--- src/rtl/strobe_gen_multi.sv ---
// strobe_gen_multi: NUM_CH independent prescaled single/train strobe generators; STROBE_RETRIGGER_EN enables single-mode retrigger.
// Latency: strobe_out registered one cycle after the cnt compare; no backpressure, triggers while busy are dropped unless retrigger applies.
module strobe_gen_multi #(
   parameter int NUM_CH   = 4,
   parameter int CNT_W    = 16,
   parameter int PRESCALE = 24
) (
   input  logic                      sys_clk,
   input  logic                      sys_rst_n,
   input  logic [NUM_CH-1:0]         lamp_enable,
   input  logic [NUM_CH-1:0]         trigger,
   input  logic [NUM_CH-1:0]         mode,
   input  logic [NUM_CH*CNT_W-1:0]   high_delay,
   input  logic [NUM_CH*CNT_W-1:0]   low_delay,
   input  logic [NUM_CH*CNT_W-1:0]   period,
   input  logic [NUM_CH*CNT_W-1:0]   strobe_count,
   output logic [NUM_CH-1:0]         strobe_out,
   output logic [NUM_CH-1:0]         busy,
   output logic [NUM_CH-1:0]         done
);

   localparam int               PRE_W    = (PRESCALE > 1) ? $clog2(PRESCALE) : 1;
   localparam logic [PRE_W-1:0] PRE_LAST = PRE_W'(PRESCALE - 1);
   localparam logic [CNT_W-1:0] CNT_MAX  = '1;
   localparam logic [CNT_W-1:0] CNT_ONE  = CNT_W'(1);

   typedef enum logic {ST_IDLE, ST_RUN} state_t;

   typedef struct packed {
      logic             mode;
      logic [CNT_W-1:0] hd;
      logic [CNT_W-1:0] ld;
      logic [CNT_W-1:0] per;
      logic [CNT_W-1:0] num;
   } cfg_t;

   for (genvar i = 0; i < NUM_CH; i++) begin : g_ch
      state_t           state;
      logic [PRE_W-1:0] pre;
      logic [CNT_W-1:0] cnt;
      logic [CNT_W-1:0] pn;
      cfg_t             cfg;
      cfg_t             cfg_in;
      logic             strobe_q;
      logic             done_q;
      logic [CNT_W-1:0] end_cnt;
      logic [CNT_W-1:0] cnt_inc;
      logic [PRE_W-1:0] pre_inc;
      logic             strobe_nxt;
      logic             retrig;
      logic             launch;
      logic             last_pulse;

      always_comb begin
         cfg_in      = '0;
         cfg_in.mode = mode[i];
         cfg_in.hd   = high_delay[i*CNT_W +: CNT_W];
         cfg_in.ld   = low_delay[i*CNT_W +: CNT_W];
         cfg_in.per  = period[i*CNT_W +: CNT_W];
         cfg_in.num  = strobe_count[i*CNT_W +: CNT_W];

         // Train period is max(period, low_delay, 1) so the pulse always fits
         end_cnt = cfg.per;
         if (cfg.ld > end_cnt) end_cnt = cfg.ld;
         if (end_cnt == '0)    end_cnt = CNT_ONE;

         pre_inc = (pre == PRE_LAST) ? '0 : pre + PRE_W'(1);
         cnt_inc = (pre == PRE_LAST && cnt != CNT_MAX) ? cnt + CNT_ONE : cnt;

         strobe_nxt = (state == ST_RUN) && (cfg.hd <= cnt) && (cnt < cfg.ld);
         last_pulse = (cfg.num != '0) && ((pn + CNT_ONE) == cfg.num);

`ifdef STROBE_RETRIGGER_EN
         retrig = (state == ST_RUN) && !cfg.mode;
`else
         retrig = 1'b0;
`endif
         launch = trigger[i] && ((state == ST_IDLE) || retrig);
      end

      always_ff @(posedge sys_clk or negedge sys_rst_n) begin
         if (!sys_rst_n) begin
            state    <= ST_IDLE;
            pre      <= '0;
            cnt      <= '0;
            pn       <= '0;
            cfg      <= '0;
            strobe_q <= 1'b0;
            done_q   <= 1'b0;
         end else begin
            done_q   <= 1'b0;
            strobe_q <= strobe_nxt;
            if (!lamp_enable[i]) begin
               state    <= ST_IDLE;
               strobe_q <= 1'b0;
            end else if (launch) begin
               state <= ST_RUN;
               cfg   <= cfg_in;
               pre   <= '0;
               cnt   <= '0;
               pn    <= '0;
            end else if (state == ST_RUN) begin
               if (!cfg.mode) begin
                  if (cnt == cfg.ld) begin
                     state  <= ST_IDLE;
                     done_q <= 1'b1;
                  end else begin
                     pre <= pre_inc;
                     cnt <= cnt_inc;
                  end
               end else if (cnt == end_cnt) begin
                  pre <= '0;
                  cnt <= '0;
                  pn  <= pn + CNT_ONE;
                  if (last_pulse) begin
                     state  <= ST_IDLE;
                     done_q <= 1'b1;
                  end
               end else begin
                  pre <= pre_inc;
                  cnt <= cnt_inc;
               end
            end
         end
      end

      assign strobe_out[i] = strobe_q;
      assign busy[i]       = (state == ST_RUN);
      assign done[i]       = done_q;
   end

endmodule

--- config.mk ---
export PLATFORM = sky130hd
export DESIGN_NAME = strobe_gen_multi
export DESIGN_NICKNAME = d
export VERILOG_FILES = /design/src/rtl/strobe_gen_multi.sv
export SDC_FILE = /design/constraint.sdc
export NUM_CORES = 1
export LEC_CHECK = 0
export BUFFER_PORTS_ARGS = -buffer_cell sky130_fd_sc_hd__buf_2
export CORE_AREA = 3 3 190 285
export CTS_CLUSTER_DIAMETER = 60
export DETAILED_ROUTE_END_ITERATION = 7
export DIE_AREA = 0 0 193 288
export PLACE_DENSITY_LB_ADDON = 0.1
export SLEW_MARGIN = 20
export SYNTH_ARGS = -nofsm -noshare
export SYNTH_HDL_FRONTEND = slang
export SYNTH_SLANG_ARGS = --single-unit
--- constraint.sdc ---
create_clock -name sys_clk -period 5.4 [get_ports sys_clk]
set_clock_uncertainty 0.15 [all_clocks]
set_input_delay 1.08 -clock sys_clk [delete_from_list [all_inputs] [get_ports sys_clk]]
set_output_delay 1.08 -clock sys_clk [all_outputs]
set_load 0.02 [all_outputs]
==> flow_metrics.py, run 1 <==
metrics = {
    "run_status": {
        "outcome": "finished, final reports clean",
    },
    "floorplan": {
        "initial_utilization_pct": 49.9,
        "dieHeight_um": 288,
        "num_rows": 102,
        "dieWidth_um": 193,
        "core_area_um2": 51800,
        "io_pins": 282,
        "dieArea_um2": 55600,
    },
    "clock_network": {
        "cts_tree": "done",
        "path_clk_slew_ns": 0.06,
        "clock_latency_ns": 0.58,
        "ctsHoldBuffers": 0,
        "clock-sinks": 420,
        "cts_root_buf": "clkbuf_16",
        "cts.path.max_buffers": 3,
        "ctsResizeCount": 0,
        "cts_buffers": 45,
        "cts_max_level": 2,
        "cts_setup_buffers": 0,
    },
    "detailed_routing": {
        "routed_wl_mm": 72.0,
        "remaining_drc_errors": 0,
        "vias": 20356,
        "ant_nets": 0,
        "first_pass_iters": 5,
        "drt_iter0_markers": 914,
        "vias_per_cell": 5.78,
        "avgRoutedWirePerCell_um": 20.5,
    },
    "grt": {
        "grt_pass1_wl_mm": 113,
        "grt_max_degree": 105,
        "grt_overflow": 0,
        "track_usage_pct": 25.6,
        "antenna_found_initial": 16,
        "grt_pass1_vias": 21093,
    },
    "flow_run": {
        "maxCapViolCount": 0,
    },
    "power_and_ir_drop": {
        "p_leak_nw": 13.5,
        "ir_worst_vdd_v": 0.000317,
        "power_density_nw_per_um2": 351,
    },
    "critical_path": {
        "endpoint_kind": "register",
        "r2r_cells": 12,
        "startpoint": "g_ch[1].cfg[31]",
        "r2r-start": "g_ch[1].cfg[31]",
        "startpoint_type": "register",
        "required_ns": 5.70,
        "cp_max_fo": 21,
        "crit_chain": "inv_1, ha_1, nand4_1, nor4_1, o21ai_0, o211ai_1, a22o_1, o311a_1, nand4_1, nand2_1, o21ai_0, a21o_1",
        "max_stage_delay_ns": 0.79,
        "cp_slowest_cell": "nand2_1",
        "critical_path_class": "reg -> reg",
        "arrival_ns": 4.53,
    },
    "logic_synthesis": {
        "synth_nets": 3020,
        "synth-async-reset-ratio_pct": 100,
        "yosys.cell_types.count": 69,
        "synth_most_common_cell": "dfrtp_1",
        "ys_seq_area_share_pct": 40.7,
        "synth_area_leaders": "dfrtp_1 (41%), mux2_2 (11%), ha_1 (9.9%), xnor2_1 (5.8%), inv_1 (3.1%)",
        "synth_top_cell_by_area": "dfrtp_1",
        "avgSynthCellArea_um2": 10.1,
        "synthTopCellsByCount": "dfrtp_1 (420), mux2_2 (261), inv_1 (213), ha_1 (204), xnor2_1 (170)",
        "synth_edf_count": 0,
        "synth_top_area_share_pct": 40.7,
        "synth_cells": 2546,
        "synth-seq-cells": 420,
        "synthFlopType": "dfrtp_1",
        "yosys_warnings": 0,
        "netlist_area_um2": 25800,
    },
    "final_layout": {
        "register_area_um2": 10500,
        "drive_above_1_share_pct": 23.4,
        "fin_area_um2": 29500,
        "area_growth_pct": 14.0,
        "fin_nets": 3276,
        "multiInputGateArea_um2": 14100,
        "nFillCells": 4667,
    },
    "timing": {
        "rsz0062_at_grt": "false",
        "fin_crit_sh_pct": 78.2,
        "tns_ns": 0,
        "period_needed_ns": 4.22,
        "tightestPinTransition_ns": 1.03,
        "hold_viol_final": 0,
        "finalSetupViolations": 0,
        "slew_viol_final": 0,
        "fmax_mhz": 237,
        "maxSlewHeadroom_pct": 30.3,
    },
    "placement": {
        "io_buffers": 281,
        "gp_congestion": 0.942,
        "place_area_um2": 27900,
        "dp_hpwl_mm": 55.4,
    },
    "hold_path": {
        "hold_path_startpoint": "g_ch[0].cfg[48]",
        "hold_depth": 1,
        "hp-class": "reg -> reg",
    },
}
[layout by cell type, fill, tap and decap left out, drive strengths merged, types with 12 or more instances in the layout]
master / Yosys / routed
inv: 213 / 214
nor3: 46 / 46
nand4: 81 / 81
or4: 14 / 14
xor2: 77 / 77
nand3: 82 / 82
clkbuf: 55 / 58
xnor2: 170 / 170
a21oi: 85 / 85
nand2: 121 / 121
o22ai: 17 / 17
a21o: 36 / 36
nor2b: 30 / 30
or2: 15 / 15
and3: 31 / 31
dfrtp: 420 / 420
buf: 28 / 292
mux2: 261 / 261
nand2b: 20 / 20
o211ai: 47 / 47
nor2: 132 / 132
o21ai: 88 / 88
nor4: 69 / 69
o21a: 36 / 36
o31ai: 47 / 47
nor3b: 14 / 14
clkinv: 2 / 12
ha: 204 / 204
[path summary, 6_finish.rpt]
kind / end / slack (ns)
max: g_ch[1].pn[3] / 1.18
min: g_ch[0].cfg[48] / 0.36
max reg2reg: g_ch[1].pn[3] / 1.18
min reg2reg: g_ch[0].cfg[48] / 0.36
max in group asynchronous: g_ch[3].cfg[25] / 3.56
min in group asynchronous: g_ch[1].cfg[34] / 0.39
[worst max-delay path, delay by kind of cell (launching register included)]
family                     cells  cell delay [ns]
DFF                            1             0.43
and+or+nand+nor                4             1.85
AOI/OAI and AO/OA              6             1.29
adders and majority gates      1             0.30
buffers and inverters          1             0.07
[through the flow]
step                      setup WS [ns]  utilization, %  power, W  cells  hold WS [ns]
final                              1.18            56.9    0.0103   3520         0.358
after global routing              0.777            56.8    0.0110   3514         0.374
after CTS                          1.26            56.8    0.0104   3510         0.363
after detailed placement           1.30            53.8   0.00707   3430         0.349
after global placement             1.37            53.8   0.00696   3430         0.341
after floorplan                    1.94               -   0.00615   2546         0.321
[kinds of logic (layout without fill, tap and decap cells)]
group	count (synthesis)	after routing	share of synthesized area [%]
AOI/OAI and AO/OA	429	429	11.1
xor gates and xnor gates	247	247	8.37
adders and majority gates	204	204	9.88
buffers and inverters	298	587	4.62
DFF	420	420	40.7
muxes	266	266	11.6
other	0	9	0
and+or+nand+nor	682	682	13.8
[registers in the layout (all words and copies together), names as in the netlist]
name and cells:
g_ch.pn 64, g_ch.strobe_q 4, g_ch.state 4, g_ch.pre 20, g_ch.cnt 64, g_ch.cfg 260, g_ch.done_q 4
[where the power goes]
group | internal (W) | switching [W] | total [W] | leakage (nW)
clock network | 0.00196 | 0.00134 | 0.00329 | 0.762
logic | 0.00136 | 0.00130 | 0.00266 | 7.43
registers | 0.00368 | 0.000702 | 0.00439 | 5.28
[final cells by class]
cell class / instances / share of cell area [%]
Inverter: 215 / 2.74
Timing Repair Buffer: 292 / 5.32
Clock inverter: 22 / 0.989
Sequential cell: 420 / 35.7
Multi-Input combinational cell: 1828 / 48.0
Antenna cell: 9 / 0.0764
Tap cell: 676 / 2.87
Clock buffer: 58 / 4.33
[layer usage]
metal | up-vias | global-route usage [%] | wire, um
met3 | 173 | 4.28 | 3440
met2 | 518 | 46.0 | 36900
li1 | 9674 | - | -
met5 | - | 0 | 69
met1 | 9981 | 30.2 | 28800
met4 | 10 | 10.0 | 2750
No activity file was read; power rests on OpenSTA's default activity.
==> inputs of run 2 (changes only) <==
--- a/config.mk
+++ b/config.mk
@@ -5,6 +5,7 @@
 export SDC_FILE = /design/constraint.sdc
 export NUM_CORES = 1
 export LEC_CHECK = 0
+export ABC_AREA = 1
 export BUFFER_PORTS_ARGS = -buffer_cell sky130_fd_sc_hd__buf_2
 export CORE_AREA = 3 3 190 285
 export CTS_CLUSTER_DIAMETER = 60
==> constraint.sdc (replaced) <==
create_clock -name sys_clk -period 3.41 [get_ports sys_clk]
set_clock_uncertainty 0.15 [all_clocks]
set_input_delay 0.682 -clock sys_clk [delete_from_list [all_inputs] [get_ports sys_clk]]
set_output_delay 0.682 -clock sys_clk [all_outputs]
set_load 0.02 [all_outputs]
==> flow_metrics.py, run 2 <==
metrics = {
    "timing": {
        "fmax_mhz": 300,
        "hold_viol_final": 0,
        "layout_setup_ws_ns": 0.0795,
        "maxSlewHeadroom_pct": 49.0,
        "finalSetupViolations": 0,
        "slew_viol_final": 0,
        "period_needed_ns": 3.33,
        "tightestPinTransition_ns": 0.755,
        "fin_crit_sh_pct": 97.7,
        "rsz0062_at_grt": "true",
    },
    "clock_network": {
        "clock-sinks": 420,
        "clock_latency_ns": 0.59,
        "path_clk_slew_ns": 0.07,
        "cts.path.max_buffers": 3,
        "cts_tree": "done",
        "cts_root_buf": "clkbuf_16",
        "cts_max_level": 2,
        "cts_buffers": 45,
    },
    "critical_path": {
        "crit_path_frequent_cell": "nand2_1",
        "cp_slowest_cell": "dfrtp_1",
        "r2r_slack_ns": 0.08,
        "endpoint_kind": "register",
        "startpoint_type": "register",
        "critical_path_class": "reg -> reg",
        "r2r_cells": 26,
        "cp_max_fo": 8,
        "rr_endpoint": "g_ch[2].pn[12]",
        "r2r-start": "g_ch[2].cfg[17]",
        "arrival_ns": 3.70,
        "max_stage_delay_ns": 0.37,
        "required_ns": 3.78,
    },
    "floorplan": {
        "dieArea_um2": 55600,
        "core_area_um2": 51800,
        "dieWidth_um": 193,
        "io_pins": 282,
        "initial_utilization_pct": 50.0,
        "dieHeight_um": 288,
        "num_rows": 102,
    },
    "logic_synthesis": {
        "synth_most_common_cell": "nand2_1",
        "synth_area_leaders": "dfrtp_1 (41%), ha_1 (9.8%), nand2_1 (8.5%), nor2_1 (5.5%), a21oi_1 (5.2%)",
        "avgSynthCellArea_um2": 8.20,
        "synth-seq-cells": 420,
        "synthFlopType": "dfrtp_1",
        "synthTopCellsByCount": "nand2_1 (587), dfrtp_1 (420), nor2_1 (383), inv_1 (347), a21oi_1 (271)",
        "synth_cells": 3161,
        "synth_nets": 3635,
        "synth_edf_count": 0,
        "yosys_warnings": 0,
        "synth_top_area_share_pct": 40.5,
        "yosys.cell_types.count": 55,
        "synth-async-reset-ratio_pct": 100,
        "ys_seq_area_share_pct": 40.5,
        "netlist_area_um2": 25900,
        "synth_top_cell_by_area": "dfrtp_1",
    },
    "hold_path": {
        "hold_depth": 2,
        "hp-class": "in -> reg",
        "hold-path-endpoint": "g_ch[3].cfg[4]",
        "hold_path_startpoint": "strobe_count[52]",
    },
    "detailed_routing": {
        "first_pass_iters": 7,
        "vias": 23018,
        "remaining_drc_errors": 0,
        "avgRoutedWirePerCell_um": 17.5,
        "vias_per_cell": 5.42,
        "routed_wl_mm": 74.1,
        "drt_iter0_markers": 1013,
        "ant_nets": 0,
    },
    "placement": {
        "gp_congestion": 0.918,
        "dp_hpwl_mm": 55.0,
        "io_buffers": 281,
        "dpl_worst_slack_ns": -0.167,
        "place_inst": 4100,
    },
    "grt": {
        "grt_max_degree": 75,
        "track_usage_pct": 25.5,
        "grt_overflow": 0,
        "antenna_found_initial": 3,
        "grt_pass1_wl_mm": 114,
        "grt_pass1_vias": 23156,
    },
    "final_layout": {
        "regMostFlops": "g_ch.cfg",
        "final_cells": 4246,
        "largest_reg_flops": 260,
        "area_growth_pct": 22.5,
        "final_cell_mix": "nand2_1 (532), dfrtp_1 (420), nor2_1 (370), inv_1 (337), buf_2 (280)",
        "final_common_cell": "nand2_1",
        "final_util_pct": 61.3,
        "fin_nets": 4005,
        "largestRegisters": "g_ch.cfg x260, g_ch.cnt x64, g_ch.pn x64",
        "drive_above_1_share_pct": 23.0,
    },
    "run_status": {
        "outcome": "finished, final reports clean",
    },
    "power_and_ir_drop": {
        "ir_worst_vdd_v": 0.000538,
        "p_leak_nw": 15.6,
        "power_density_nw_per_um2": 530,
    },
    "flow_run": {
        "maxCapViolCount": 0,
    },
}
[run 2: changes by cell type after synthesis, sizes merged, moves of 51 or more]
cell / previous run / this run
nand2: 121 / 602
nor2: 132 / 385
mux2: 261 / 119
inv: 213 / 349
nand3: 82 / 173
xnor2: 170 / 23
xor2: 77 / 128
a21oi: 85 / 271
[run 2: final cells by class]
class                           instances  area, um2
Fill cell                            4591      20100
Multi-Input combinational cell       2295      14600
Sequential cell                       420      10500
Timing Repair Buffer                  414       2940
Inverter                              355       1330
Clock buffer                           64       1320
Tap cell                              676        846
Clock inverter                         20        229
Antenna cell                            2       5.00
[run 2: kinds of logic after synthesis]
group	after synthesis	share of synthesized area [%]
AOI/OAI and AO/OA	461	9.66
xor gates and xnor gates	151	5.10
adders and majority gates	204	9.84
buffers and inverters	450	7.09
DFF	420	40.5
muxes	119	5.17
and+or+nand+nor	1356	22.6
[run 2: power by group]
part	switching (W)	internal (W)	total, W
clock network	0.00218	0.00302	0.00520
registers	0.000599	0.00566	0.00626
logic	0.00306	0.00230	0.00536
[run 2: what timing repair did]
action,in CTS,in global routing
hold buffers,1,0
pin swaps,1,93
buffers inserted,1,38
endpoints found under the hold margin,64,0
cloned,0,20
endpoints found under the setup margin,55,147
resized for setup,6,245
[run 2: metal layers]
metal / wire length (um) / up-vias / GRT usage (%)
met5: 13 / - / 0
met4: 3600 / 2 / 10.7
met3: 3490 / 225 / 3.50
met2: 38100 / 624 / 46.4
met1: 28900 / 10934 / 29.8
li1: - / 11233 / -
[run 2: critical path: cells and delay by family (launching register included)]
kind,cells,cell delay [ns]
buffers and inverters,4,0.46
AOI/OAI and AO/OA,2,0.31
DFF,1,0.37
adders and majority gates,1,0.26
and+or+nand+nor,19,1.71
[run 2: worst max path at each step]
stage                     depth (start not counted)  slack [ns]             end             from
after floorplan                                  24        0.44   g_ch[0].pn[6]  g_ch[0].cfg[31]
after global placement                           17       -0.11   g_ch[0].pn[6]  g_ch[0].cfg[29]
after detailed placement                         18       -0.17   g_ch[0].pn[2]  g_ch[0].cfg[27]
after CTS                                        21        0.02   g_ch[1].pn[2]  g_ch[1].cfg[25]
after global routing                             23       -0.14   g_ch[3].pn[8]  g_ch[3].cfg[31]
final                                            26        0.08  g_ch[2].pn[12]  g_ch[2].cfg[17]
[run 2: metrics by stage]
| step | setup TNS (ns) | instance area, um2 | hold WS [ns] | total power (W) |
|---|---|---|---|---|
| finish | 0 | 31800 | 0.166 | 0.0168 |
| global placement | -3.67 | 28500 | 0.322 | 0.0106 |
| global route | -7.46 | 31700 | 0.145 | 0.0179 |
| detailed placement | -6.45 | 28500 | 0.334 | 0.0107 |
| CTS | 0 | 30100 | 0.131 | 0.0160 |
| floorplan | 0 | 25900 | 0.236 | 0.00932 |
